$ cat src/rtl/decode_scoreboard.sv
// ---------------------------------------------------------------------------
// decode_scoreboard
//
// Purpose: register-write scoreboard for an in-order decode stage. Each
// architectural register 1..31 carries a 2-bit count of writes that have been
// issued but not yet written back. Decode is stalled on a RAW hazard (a source
// register with a write outstanding) or when the destination counter is
// already saturated. Register 0 is hard-wired and never tracked.
//
// Ports:
//   clk            in   single clock, rising-edge
//   reset          in   asynchronous active-low reset
//   issue_valid    in   decode holds a valid instruction
//   rs, rt         in   source register numbers [4:0]
//   uses_rs/rt     in   instruction reads rs / rt
//   dest           in   destination register [4:0]
//   dest_we        in   instruction will write dest
//   regwrite_WB    in   writeback is writing the register file
//   writereg_WB    in   writeback destination register [4:0]
//   flush          in   synchronous pipeline flush, clears all counters
//   stall          out  hold decode and earlier stages
//   issue_accept   out  instruction leaves decode this cycle
//   pending_any    out  at least one register has a write in flight
//   stall_cycles   out  saturating count of stalled cycles [15:0]
//   err_underflow  out  sticky: writeback seen with no write outstanding
// ---------------------------------------------------------------------------
module decode_scoreboard (
   input  logic        clk,
   input  logic        reset,
   input  logic        issue_valid,
   input  logic [4:0]  rs,
   input  logic [4:0]  rt,
   input  logic        uses_rs,
   input  logic        uses_rt,
   input  logic [4:0]  dest,
   input  logic        dest_we,
   input  logic        regwrite_WB,
   input  logic [4:0]  writereg_WB,
   input  logic        flush,
   output logic        stall,
   output logic        issue_accept,
   output logic        pending_any,
   output logic [15:0] stall_cycles,
   output logic        err_underflow
);

   // All counters packed two bits per register; slot 0 is a constant zero so
   // lookups by any register number need no special case for r0.
   logic [63:0] cnt_flat;

   logic [1:0]  cnt_rs;
   logic [1:0]  cnt_rt;
   logic [1:0]  cnt_dest;
   logic [1:0]  cnt_wb;
   logic        same_cycle_inc_wb;
   logic        underflow_ev;

   logic [15:0] stall_cycles_q, stall_cycles_d;
   logic        err_underflow_q, err_underflow_d;

   assign cnt_rs   = cnt_flat[{rs, 1'b0} +: 2];
   assign cnt_rt   = cnt_flat[{rt, 1'b0} +: 2];
   assign cnt_dest = cnt_flat[{dest, 1'b0} +: 2];
   assign cnt_wb   = cnt_flat[{writereg_WB, 1'b0} +: 2];

   // No writeback bypass: a nonzero counter stalls even if it is being
   // decremented this very cycle.
   assign stall = issue_valid &
                  ((uses_rs & (cnt_rs != 2'd0)) |
                   (uses_rt & (cnt_rt != 2'd0)) |
                   (dest_we & (cnt_dest == 2'd3)));

   assign issue_accept = issue_valid & ~stall;

   genvar gi;
   generate
      for (gi = 0; gi < 32; gi++) begin : g_cnt
         if (gi == 0) begin : g_zero
            assign cnt_flat[1:0] = 2'd0;
         end else begin : g_reg
            logic [1:0] cnt_q, cnt_d;
            logic       inc, dec;

            assign inc = issue_accept & dest_we & (dest == 5'(gi));
            assign dec = regwrite_WB & (writereg_WB == 5'(gi));

            // Increment and decrement on the same register cancel out; a
            // lone decrement at zero is held at zero (flagged separately).
            always_comb begin
               cnt_d = cnt_q;
               if (flush) begin
                  cnt_d = 2'd0;
               end else if (inc && !dec) begin
                  cnt_d = cnt_q + 2'd1;
               end else if (dec && !inc && (cnt_q != 2'd0)) begin
                  cnt_d = cnt_q - 2'd1;
               end
            end

            always_ff @(posedge clk or negedge reset) begin
               if (!reset) begin
                  cnt_q <= 2'd0;
               end else begin
                  cnt_q <= cnt_d;
               end
            end

            assign cnt_flat[2*gi +: 2] = cnt_q;
         end
      end
   endgenerate

   // Underflow only when the decrement would really take effect: a flush
   // discards it, and a same-cycle increment to that register cancels it.
   assign same_cycle_inc_wb = issue_accept & dest_we & (dest == writereg_WB);
   assign underflow_ev = ~flush & regwrite_WB & (writereg_WB != 5'd0) &
                         (cnt_wb == 2'd0) & ~same_cycle_inc_wb;

   always_comb begin
      err_underflow_d = err_underflow_q | underflow_ev;
      stall_cycles_d  = stall_cycles_q;
      if (stall && (stall_cycles_q != 16'hFFFF)) begin
         stall_cycles_d = stall_cycles_q + 16'd1;
      end
   end

   always_ff @(posedge clk or negedge reset) begin
      if (!reset) begin
         stall_cycles_q  <= 16'd0;
         err_underflow_q <= 1'b0;
      end else begin
         stall_cycles_q  <= stall_cycles_d;
         err_underflow_q <= err_underflow_d;
      end
   end

   assign pending_any   = |cnt_flat;
   assign stall_cycles  = stall_cycles_q;
   assign err_underflow = err_underflow_q;

endmodule

$ cat config.mk
export PLATFORM = sky130hd
export DESIGN_NAME = decode_scoreboard
export DESIGN_NICKNAME = d
export VERILOG_FILES = /design/src/rtl/decode_scoreboard.sv
export SDC_FILE = /design/constraint.sdc
export NUM_CORES = 1
export LEC_CHECK = 0
export CAP_MARGIN = 20
export CORE_MARGIN = 5
export CORE_UTILIZATION = 45
export CTS_BUF_LIST = sky130_fd_sc_hd__clkbuf_4 sky130_fd_sc_hd__clkbuf_8 sky130_fd_sc_hd__clkbuf_16
export DETAILED_ROUTE_END_ITERATION = 6
export HOLD_SLACK_MARGIN = 0.1
export PLACE_DENSITY = 0.73
export SLEW_MARGIN = 20
export SYNTH_ARGS = -nofsm -noshare
export SYNTH_HDL_FRONTEND = slang
export SYNTH_SLANG_ARGS = --single-unit
$ cat constraint.sdc
create_clock -name clk -period 6.85 [get_ports clk]
set_input_delay 1.37 -clock clk [delete_from_list [all_inputs] [get_ports clk]]
set_output_delay 1.37 -clock clk [all_outputs]
set_load 0.03 [all_outputs]
==> implementation parameters <==
Parameter                              Value

Status
  Outcome ... complete, no violations

STA
  Crit path setup slack, layout ... 0.635 ns
  Post-Route Setup TNS ... 0 ns
  Number of failing setup endpoints in the final timing report ... 0
  Worst relative slew slack ... 0.321
  Max-slew violation count ... 0
  Maximum clock frequency ... 161 MHz
  Unrepaired setup endpoints after global routing ... false
  Number of hold violations in the final report ... 0
  Tightest Pin Transition ... 1.02 ns
  Final clock period utilization by the worst path ... 0.907
  Worst hold slack after final layout ... 0.463 ns
  Largest clock skew in the final design ... 0.00796 ns
  Minimum clock period after layout ... 6.21 ns

Yosys
  Number of different library cells in the post-synthesis netlist ... 82
  Warning count from the yosys run ... 0
  Sequential-to-total area share from yosys stat ... 0.291
  Number of register bits inferred by synthesis ... 79
  Synth async-reset ratio ... 1.00
  Summed instance area of the synthesized netlist ... 6790 sq um
  Fraction of synthesized cell area taken by the top area cell type ... 0.291
  Post-synth top flop ... dfrtp_1
  Leading post-synthesis cells by cell area ... dfrtp_1, mux4_2, a21oi_1
  Syn Nets ... 830
  Top cells by instance count after synthesis ... nor2_1, dfrtp_1, a21oi_1
  Cell taking the most area after synthesis ... dfrtp_1
  Library cell with the highest instance count after synthesis ... nor2_1
  Mean cell area of the mapped netlist ... 8.47 sq um
  Post-synthesis cell count ... 801
  Number of enable-type register cells in the synthesized netlist ... 0

Floorplanning
  Starting density of the core ... 0.463
  Standard cell core area ... 14600 sq um
  Die Span Y ... 133 microns
  Row count ... 44
  Die width ... 133 microns
  Die Footprint ... 17600 sq um
  I/O pin total ... 48

Worst setup path
  Data required time of the critical path ... 5.48 ns
  Arrival time at the worst endpoint ... 4.84 ns
  End point of the critical path ... stall
  Maximum fanout count along the critical path ... 24
  Worst reg2reg setup slack ... 3.27 ns
  End of the worst register-to-register path ... g_cnt[20].g_reg.cnt_q[0]
  FF-to-FF Start ... g_cnt[3].g_reg.cnt_q[0]
  Worst Reg2Reg Path Length in Cells ... 9
  Worst setup path start ... rt[1]
  Critical path endpoint category ... output pin
  Crit Path Category ... in -> out
  Nature of the critical path startpoint ... primary input

Clock tree
  Bufs on Longest Clock Path ... 2
  Clock latency on the worst-skew pair ... 0.36 ns
  Post-CTS Setup Bufs ... 0
  Clock tree root driver cell ... clkbuf_16
  Total CTS buffers ... 9
  Resized cells post-CTS ... 0
  TritonCTS clock tree ... yes
  H-tree levels ... 3
  # hold bufs at CTS ... 0
  CTS sink cnt ... 79
  Clock-pin slew reported for the worst setup and hold paths after clock tree synthesis ... 0.07 ns

Drt
  Routed length on met2 ... 10100 microns
  Uppermost signal routing layer after detailed routing ... met4
  Number of remaining DRC errors ... 0
  Wire length on met3 ... 2450 microns
  Met1 Wirelength ... 8900 microns
  Wire length after detailed routing ... 22300 microns
  Post-detailed-route wirelength per cell ... 22.1 microns
  Antenna Nets Post-Route ... 0
  DR iter-0 viols ... 750
  Total number of vias ... 6704
  Detailed-routing iteration count for the pre-antenna-repair pass ... 6
  Vias/cell ... 6.65

Placed design
  Placed inst area ... 7300 sq um
  Routability Congestion ... 0.993
  Port bufs ... 47
  Post-placement worst setup slack ... 0.769 ns
  Detailed placer's ending HPWL ... 16500 microns

Global route
  Overall fraction of global-route tracks in use ... 0.254
  Antenna violations before repair ... 0
  Pin count of the biggest net entering global routing ... 80
  Via count of the first global-routing pass ... 6320
  GR Overflow Total ... 0
  Wire length of the first global-routing pass ... 35600 microns

Run
  Maxcap violations ... 0

Final layout
  Post-route cell area ... 7630 sq um
  Antenna cells ... 0
  Share of layout cells above drive strength 1 ... 0.119
  Layout area overhead ... 12.4%
  Post-layout net count ... 848

Pwr
  Clock network fraction of design power ... 0.409
  Sequential group share of total power ... 0.382
  Switch share ... 0.312
  Maximum ir drop on the vdd rail ... 0.000155 V
  Fraction of power consumed by combinational cells ... 0.209
  Total power density per cell area ... 173 nW/um^2
  Static leakage ... 2.83 nW
  Total power draw ... 1.32 mW
  Net switching power ... 0.412 mW
  Internal power of the cells ... 0.911 mW

Hold path
  Worst min-delay path class ... reg -> reg
-- critical path: stages --
cell             delay, ns
clkdlybuf4s50_1       0.98
nand2b_1              0.12
o22ai_1               0.19
o32ai_1               0.10
a2111oi_0             0.60
or4_4                 0.29
nor3_4                0.05
and2b_1               0.39
clkdlybuf4s50_1       0.74
-- worst min path at each step --
stage | slack [ns] | startpoint | endpoint | cells past startpoint
finish | 0.46 | err_underflow | err_underflow | 1
detailed placement | 0.45 | err_underflow | err_underflow | 1
floorplan | 0.54 | g_cnt[11].g_reg.cnt_q[1] | g_cnt[11].g_reg.cnt_q[1] | 2
global placement | 0.45 | err_underflow | err_underflow | 1
CTS | 0.47 | err_underflow | err_underflow | 1
global route | 0.48 | err_underflow | err_underflow | 1
-- kinds of logic after synthesis --
kind of cell    count (synthesis)  synth area share
buf+inv                        65            0.0483
mux                            43             0.108
xor+xnor                       34            0.0439
fa+ha+maj                       1           0.00184
flops                          79             0.291
compound gates                200             0.197
simple gates                  379             0.310
-- area by class of cell --
cell class                 instances  area [sq um]
multi-input combinational        657          4480
timing repair buffer              62           577
fill                            1405          7010
clock buffer                      10           233
sequential                        79          1980
clock inverter                     6          93.8
tap                              184           230
inverter                          10          37.5
-- power groups by stage --
| stage | Sequential [mW] | Clock [mW] | Combinational (mW) |
|---|---|---|---|
| 6_report | 0.505 | 0.541 | 0.277 |
| 4_1_cts | 0.505 | 0.550 | 0.274 |
| 3_3_place_gp | 0.513 | 0 | 0.272 |
| 5_1_grt | 0.508 | 0.568 | 0.296 |
| 2_1_floorplan | 0.538 | 0 | 0.147 |
| 3_5_place_dp | 0.513 | 0 | 0.273 |
-- sequential cells by signal, summed over array words and instances, names as in the netlist --
| name | cells |
|---|---|
| err_underflow | 1 |
| g_cnt.g_reg.cnt_q | 62 |
| stall_cycles | 16 |
-- layout by cell type, fill, tap and decap left out, types with 10 or more instances in the layout --
cell type and instances:
xnor2_1 14, clkdlybuf4s50_1 44, nand3_1 27, a21oi_1 65, dfrtp_1 79, nor4_1 20
a211oi_1 17, nor3b_1 12, nand2b_1 24, nand2_1 57, buf_4 16, and3_1 13
nor2_1 83, nand4_1 19, and2_1 16, mux2i_1 10, xor2_1 20, mux4_2 22
nor2b_1 10, or3_1 13, o21ai_0 35, nor3_1 35, mux2_2 10
-- per-layer routing --
metal / vias to the layer above / GRT usage
li1: 3071 / -
met3: 65 / 0.0645
met1: 3188 / 0.346
met4: 0 / 0.101
met5: - / 0
met2: 380 / 0.387
-- stage by stage --
| stage | std cells | utilization |
|---|---|---|
| after detailed placement | 992 | 0.498 |
| final | 1008 | 0.521 |
| after global routing | 1008 | 0.521 |
| after global placement | 992 | 0.498 |
| after floorplan | 801 | - |
| after CTS | 1008 | 0.521 |
Note: power is estimated with default switching activity, not from simulation.
